<file path="config.mk">
export PLATFORM = sky130hd
export DESIGN_NAME = uart_rx
export DESIGN_NICKNAME = d
export VERILOG_FILES = /design/src/rtl/uart_rx.sv
export SDC_FILE = /design/constraint.sdc
export NUM_CORES = 1
export LEC_CHECK = 0
export CORE_ASPECT_RATIO = 1.1
export CORE_MARGIN = 1.5
export CORE_UTILIZATION = 40
export CTS_BUF_LIST = sky130_fd_sc_hd__clkbuf_4
export DETAILED_ROUTE_END_ITERATION = 8
export DONT_BUFFER_PORTS = 1
export GPL_ROUTABILITY_DRIVEN = 0
export GPL_TIMING_DRIVEN = 0
export HOLD_SLACK_MARGIN = 0.03
export PLACE_DENSITY = 0.62
export SYNTH_ARGS = -nofsm -noshare
export SYNTH_HDL_FRONTEND = slang
export SYNTH_SLANG_ARGS = --single-unit
export TNS_END_PERCENT = 5
</file>
<file path="constraint.sdc">
create_clock -name clk -period 2.5 [get_ports clk]
set_input_delay 0.375 -clock clk [delete_from_list [all_inputs] [get_ports clk]]
set_output_delay 0.375 -clock clk [all_outputs]
set_load 0.05 [all_outputs]
</file>
<file path="src/rtl/uart_rx.sv">
// uart_rx -- 8N1 serial receiver, LSB first, idle-high line.
//
// Parameters:
//   CLKS_PER_BIT  clk cycles per serial bit (4..65535), default 104
//
// Ports:
//   clk          single clock, rising-edge
//   reset        asynchronous, active-high
//   rx           asynchronous serial input
//   data_rx      last correctly framed byte (held between frames)
//   data_rx_seq  toggles once per new byte in data_rx
//   frame_err    set when the last frame had a low stop bit; cleared by next good frame
//   busy         registered, high whenever the receiver is not idle
module uart_rx #(
  parameter int unsigned CLKS_PER_BIT = 104
) (
  input  logic       clk,
  input  logic       reset,
  input  logic       rx,
  output logic [7:0] data_rx,
  output logic       data_rx_seq,
  output logic       frame_err,
  output logic       busy
);

  localparam int unsigned CW = (CLKS_PER_BIT > 1) ? $clog2(CLKS_PER_BIT) : 1;
  localparam logic [CW-1:0] HALF_M1 = CW'(CLKS_PER_BIT / 2 - 1);
  localparam logic [CW-1:0] FULL_M1 = CW'(CLKS_PER_BIT - 1);

  typedef enum logic [2:0] {
    IDLE  = 3'd0,
    START = 3'd1,
    DATA  = 3'd2,
    STOP  = 3'd3,
    BREAK = 3'd4
  } state_t;

  state_t          state, state_n;
  logic            rx_meta, rxs;
  logic [CW-1:0]   cnt, cnt_n;
  logic [2:0]      idx, idx_n;
  logic [7:0]      shreg, shreg_n;
  logic [7:0]      data_n;
  logic            seq_n, ferr_n, busy_n;

  always_ff @(posedge clk or posedge reset) begin
    if (reset) begin
      rx_meta     <= 1'b1;
      rxs         <= 1'b1;
      state       <= IDLE;
      cnt         <= '0;
      idx         <= '0;
      shreg       <= '0;
      data_rx     <= '0;
      data_rx_seq <= 1'b0;
      frame_err   <= 1'b0;
      busy        <= 1'b0;
    end else begin
      rx_meta     <= rx;
      rxs         <= rx_meta;
      state       <= state_n;
      cnt         <= cnt_n;
      idx         <= idx_n;
      shreg       <= shreg_n;
      data_rx     <= data_n;
      data_rx_seq <= seq_n;
      frame_err   <= ferr_n;
      busy        <= busy_n;
    end
  end

  always_comb begin
    state_n = state;
    cnt_n   = cnt;
    idx_n   = idx;
    shreg_n = shreg;
    data_n  = data_rx;
    seq_n   = data_rx_seq;
    ferr_n  = frame_err;

    if (state == IDLE) begin
      if (!rxs) begin
        // Half-bit delay lands the first sample in the middle of the start bit.
        state_n = START;
        cnt_n   = HALF_M1;
      end
    end else if (cnt != '0) begin
      cnt_n = cnt - CW'(1);
    end else begin
      case (state)
        START: begin
          if (rxs) begin
            state_n = IDLE;
          end else begin
            state_n = DATA;
            cnt_n   = FULL_M1;
            idx_n   = '0;
          end
        end
        DATA: begin
          shreg_n = {rxs, shreg[7:1]};
          cnt_n   = FULL_M1;
          if (idx == 3'd7) begin
            state_n = STOP;
          end else begin
            idx_n = idx + 3'd1;
          end
        end
        STOP: begin
          if (rxs) begin
            data_n  = shreg;
            seq_n   = ~data_rx_seq;
            ferr_n  = 1'b0;
            state_n = IDLE;
          end else begin
            ferr_n  = 1'b1;
            state_n = BREAK;
          end
        end
        BREAK: begin
          // Counter is already zero here; wait for the line to return high.
          if (rxs) state_n = IDLE;
        end
        default: state_n = IDLE;
      endcase
    end

    busy_n = (state_n != IDLE);
  end

endmodule

</file>
==> reports/results.ini, run 1 <==
[outcome]
status = complete, no violations

[setup_path]
crit_path_start_kind = register
path_max_fanout = 9
crit_buf_inv = 2
critPathKind = register to register
critPathTopFamily = simple AND/OR/NAND/NOR gates
r2r_cells = 7
crit_chain = inv_1, ha_1, or4b_4, buf_6, nor4_4, nand2_1, mux2_2
crit_required_ns = 2.73
endpoint_kind = register
rrSetupSlack_ns = 0.16
cpPeakStageDelay_ns = 0.46
crit_path_top_delay_cell = or4b_4
cp.arrival_ns = 2.57
worstReg2RegStart = cnt[0]$_DFFE_PP0P_
r2r_end = data_rx[7]$_DFFE_PP0P_

[layout]
n_antenna_cell = 0
postLayoutCoreUtil = 0.448
finalNetCount = 144
num-fill-cells = 358
areaGrowthSynthToFinish_pct = 8.64
drive_above_1_share = 0.341
post-route-cell-area_um2 = 1760

[place]
placed_area_um2 = 1690
port-buffer-count = 0
hpwlAfterDp_um = 1990
place_ws_ns = 0.101

[timing]
hold-worst-slack_ns = 0.0129
clock-skew-final_ns = 0.00889
period_needed_ns = 2.34
fin_crit_sh = 0.936
post-route-worst-setup-slack_ns = 0.160
setup_viol = 0
relSlewSlack = 0.538
hold_violations = 0
slew_violations = 0
rsz0062_at_grt = no
fmax_mhz = 427
tightest_slew_ns = 0.692
fin_setup_tns_ns = 0

[route]
drt-total-wl_um = 2840
dr.pass1.iters = 4
wire_per_inst_um = 14.9
post-route-drc-count = 0
drt_iter0_drc = 23
avgViaCountPerCell = 5.66
via_count = 1075
ant_nets = 0

[grt]
met1_usage = 0.166
grt_pass1_wl_um = 4890
busiest_layer = met2
grt_usage = 0.141
antenna_found_initial = 0
first_global_vias = 1083
met3_usage = 0.0487
grt_max_degree = 35
grt_overflow = 0
met2_usage = 0.229

[power_and_ir_drop]
ir_drop_uv = 296
sw_frac_of_total = 0.244
seqPwrFrac = 0.630
p_switching_uw = 215
power_density_nw_per_um2 = 499
combPwrFrac = 0.019
power_leakage_uw = 0.000817
p_int_uw = 666
pwr-share-clk = 0.351

[synthesis]
synth_edf_count = 0
synth_area_um2 = 1620
synthDistinctLibCells = 41
synth_warnings = 0
syn_inst = 129
synth_flop_cell = dfrtp_1
synth-seq-area-share = 0.526
synth_nets = 136
syn_avg_cell_area_um2 = 12.6
synth-seq-cells = 34
synth_async_sr_flop_share = 1.00

[clocking]
htree_levels = 2
clock-sinks = 34
clock_path_buffers = 2
clk_latency_ns = 0.34
clkSlewWorstSetupHoldPaths_ns = 0.11
cts_tree = yes
cts_made_buffers = 5
cts_root_buffer = clkbuf_4

[run]
max_cap_viol_count = 0

[hold_path]
hold_class = primary input to async pin

[floorplanning]
die_w_um = 63.7
initial_utilization = 0.413
rows = 24
dieArea_um2 = 4450
ioPinCount = 14
die_h_um = 69.8
core_area_um2 = 3930

kinds of logic after synthesis:
logic type / count (synthesis) / share of synthesized area
AO/OA/AOI/OAI: 28 / 0.133
XOR/XNOR: 1 / 0.00540
adder cells (fa/ha/maj): 4 / 0.0308
buffers and inverters: 11 / 0.0470
flip-flops: 34 / 0.526
multiplexers: 18 / 0.125
AND/OR/NAND/NOR: 33 / 0.133
routing by layer:
| metal | vias up | part of all wire |
|---|---|---|
| li1 | 504 | - |
| met1 | 536 | 0.43 |
| met2 | 27 | 0.49 |
| met3 | 8 | 0.052 |
| met4 | 0 | 0.020 |
| met5 | - | 0 |
layout make-up:
type	count	area, µm²	share of cell area
repair buffers	1	10.0	0.00568
multi-input cells	84	699	0.397
clock inverters	3	21.3	0.0121
well taps	52	65.1	0.0369
clock buffers	5	37.5	0.0213
inverters	6	22.5	0.0128
plain buffers	5	53.8	0.0305
flip-flops and latches	34	853	0.484
worst max path at each step:
stage | cells after the start | slack, ns | start | end
2_1_floorplan | 7 | 0.30 | cnt[0]$_DFFE_PP0P_ | busy$_DFF_PP0_
3_3_place_gp | 6 | 0.14 | cnt[0]$_DFFE_PP0P_ | cnt[4]$_DFFE_PP0P_
3_5_place_dp | 6 | 0.10 | cnt[0]$_DFFE_PP0P_ | busy$_DFF_PP0_
4_1_cts | 6 | 0.08 | cnt[0]$_DFFE_PP0P_ | cnt[4]$_DFFE_PP0P_
5_1_grt | 7 | 0.03 | cnt[0]$_DFFE_PP0P_ | idx[1]$_DFFE_PP0P_
6_report | 7 | 0.16 | cnt[0]$_DFFE_PP0P_ | data_rx[7]$_DFFE_PP0P_
synthesized netlist by cell type, types with 2 or more instances:
cell type,count,share of area
a21oi_1,7,0.022
a22o_1,2,0.011
a22o_2,2,0.012
a31oi_1,2,0.0077
clkbuf_8,2,0.017
dfrtp_1,32,0.49
dfstp_2,2,0.032
ha_1,4,0.031
inv_1,6,0.014
mux2_2,17,0.12
nand2_1,5,0.012
nor2_1,7,0.016
nor3_1,5,0.015
nor4_4,2,0.026
nor4b_1,2,0.011
o221ai_1,2,0.011
o2bb2ai_1,2,0.011
or2_2,3,0.012
or3_1,3,0.012
sequential cells by signal, summed over array words and instances (netlist names):
| signal | flops |
|---|---|
| rxs | 1 |
| state | 3 |
| shreg | 8 |
| cnt | 7 |
| data_rx_seq | 1 |
| idx | 3 |
| frame_err | 1 |
| rx_meta | 1 |
| busy | 1 |
| data_rx | 8 |
cell usage in the layout (no fill, tap or decap), types with 3 or more instances in the layout:
cell	instances
a21oi_1	7
mux2_2	17
ha_1	4
dfrtp_1	32
nand2_1	5
nor2_1	7
or3_1	3
nor3_1	5
or2_2	3
clkbuf_4	6
inv_1	5
through the flow:
step / power (µW) / std cells
final: 881 / 190
after global routing: 917 / 190
after CTS: 894 / 190
after detailed placement: 582 / 181
after global placement: 581 / 181
after floorplan: 577 / 129
power by group through the flow:
stage          registers, µW  clock network (µW)  logic [µW]
3_5_place_dp             565                   0        16.5
2_1_floorplan            564                   0        12.6
4_1_cts                  554                 322        17.7
3_3_place_gp             565                   0        16.0
6_report                 554                 309        16.9
5_1_grt                  555                 342        20.3
repair_timing:
action,4_1_cts,5_1_grt
endpoints found under the hold margin,1,0
endpoints found under the setup margin,0,2
buffers inserted,0,0
resized for setup,0,1
hold buffers,1,0
Power figures use the tool's default switching activity.
==> run 2, diff against run 1 <==
--- a/config.mk
+++ b/config.mk
@@ -15,6 +15,7 @@
 export GPL_TIMING_DRIVEN = 0
 export HOLD_SLACK_MARGIN = 0.03
 export PLACE_DENSITY = 0.62
+export REMOVE_ABC_BUFFERS = 1
 export SYNTH_ARGS = -nofsm -noshare
 export SYNTH_HDL_FRONTEND = slang
 export SYNTH_SLANG_ARGS = --single-unit
==> reports/results.ini, run 2 (synthesized netlist as in run 1, its figures left out) <==
[layout]
reg.largest.list = data_rx (8), shreg (8), cnt (7)
n_antenna_cell = 0
finalNetCount = 141
areaGrowthSynthToFinish_pct = 7.56
final_common_cell = dfrtp_1
multi_input_area_um2 = 699
num-fill-cells = 357
postLayoutCoreUtil = 0.444
area.sequential_um2 = 853
final_cell_mix = dfrtp_1, mux2_2, nor2_1, a21oi_1
drive_above_1_share = 0.304

[route]
drt-total-wl_um = 2850
dr.pass1.iters = 5
post-route-drc-count = 0
avgViaCountPerCell = 5.57
via_count = 1042
wire_per_inst_um = 15.2
drt_iter0_drc = 13
ant_nets = 0

[floorplanning]
ioPinCount = 14
initial_utilization = 0.413
die_w_um = 63.7
rows = 24
core_area_um2 = 3930
dieArea_um2 = 4450
die_h_um = 69.8

[clocking]
clock-sinks = 34
cts_root_buffer = clkbuf_4
cts_tree = yes
clk_latency_ns = 0.34
cts_made_buffers = 5
clock_path_buffers = 2
clkSlewWorstSetupHoldPaths_ns = 0.11
htree_levels = 2
post_cts_buffers = 0

[grt]
grt_pass1_wl_um = 4840
grt_overflow = 0
met3_usage = 0.0552
busiest_layer = met2
antenna_found_initial = 0
grt_max_degree = 35
met2_usage = 0.218
grt_usage = 0.142
first_global_vias = 1068
met1_usage = 0.172

[timing]
post-route-worst-setup-slack_ns = 0.191
period_needed_ns = 2.31
hold-worst-slack_ns = 0.362
hold_violations = 0
setup_viol = 0
clock-skew-final_ns = 0.00650
fmax_mhz = 433
fin_crit_sh = 0.924
relSlewSlack = 0.587
tightest_slew_ns = 0.616
slew_violations = 0
fin_setup_tns_ns = 0
rsz0062_at_grt = no

[hold_path]
hold_class = register to register

[setup_path]
cp.arrival_ns = 2.54
crit_buf_inv = 1
crit_required_ns = 2.73
crit_path_top_delay_cell = or4b_4
critPathTopFamily = simple AND/OR/NAND/NOR gates
cpPeakStageDelay_ns = 0.53
path_max_fanout = 9
crit_path_start_kind = register
critPathKind = register to register
endpoint_kind = register
crit_chain = inv_1, ha_1, or4b_4, nor4_4, nand2_1, mux2_2

[place]
hpwlAfterDp_um = 1990
place_ws_ns = 0.130
port-buffer-count = 0

[run]
max_cap_viol_count = 0

[power_and_ir_drop]
ir_drop_uv = 412
power_leakage_uw = 0.000799
power_density_nw_per_um2 = 506

[outcome]
status = complete, no violations

[run 2: metrics by stage]
step | area [µm²] | total power (µW) | std cells
after floorplan | 1570 | 577 | 124
after global placement | 1630 | 581 | 176
after detailed placement | 1630 | 582 | 176
after CTS | 1700 | 891 | 185
after global routing | 1750 | 926 | 187
final | 1750 | 884 | 187
[run 2: per-layer routing]
| layer | part of all wire | up-vias |
|---|---|---|
| met4 | 0.019 | 0 |
| met1 | 0.42 | 515 |
| met5 | 0 | - |
| met3 | 0.051 | 7 |
| met2 | 0.50 | 26 |
| li1 | - | 494 |
[run 2: timing repair]
item / 4_1_cts / 5_1_grt
hold buffers: 1 / 1
resized for setup: 0 / 1
endpoints found under the hold margin: 1 / 7
setup endpoints to repair: 0 / 2
[run 2: worst paths after layout]
path | startpoint | to | slack, ns | depth (start not counted)
min in group asynchronous | reset | cnt[3]$_DFFE_PP0P_ | 0.42 | 2
max in group asynchronous | reset | data_rx[1]$_DFFE_PP0P_ | 1.66 | 3
worst max-delay path | cnt[0]$_DFFE_PP0P_ | data_rx[1]$_DFFE_PP0P_ | 0.19 | 6
worst min register to register | rx_meta$_DFF_PP1_ | rxs$_DFF_PP1_ | 0.36 | 0
worst min-delay path | rx_meta$_DFF_PP1_ | rxs$_DFF_PP1_ | 0.36 | 0
worst max register to register | cnt[0]$_DFFE_PP0P_ | data_rx[1]$_DFFE_PP0P_ | 0.19 | 6
[run 2: cell type report]
cell class	count	share of cell area
Sequential cell	34	0.489
Tap cell	52	0.0373
Inverter	6	0.0129
Multi-Input combinational cell	84	0.401
Clock buffer	5	0.0215
Timing Repair Buffer	3	0.0272
Clock inverter	3	0.0115
[run 2: report_power, final]
group / internal [µW] / total (µW) / switching (µW)
logic: 9.09 / 23.4 / 14.3
clock network: 110 / 306 / 196
registers: 553 / 554 / 1.79
==> run 3, diff against run 2 <==
--- a/config.mk
+++ b/config.mk
@@ -19,4 +19,4 @@
 export SYNTH_ARGS = -nofsm -noshare
 export SYNTH_HDL_FRONTEND = slang
 export SYNTH_SLANG_ARGS = --single-unit
-export TNS_END_PERCENT = 5
+export TNS_END_PERCENT = 1
==> results of run 3 <==
Final layout, timing and power as in run 2 (identical DEF).
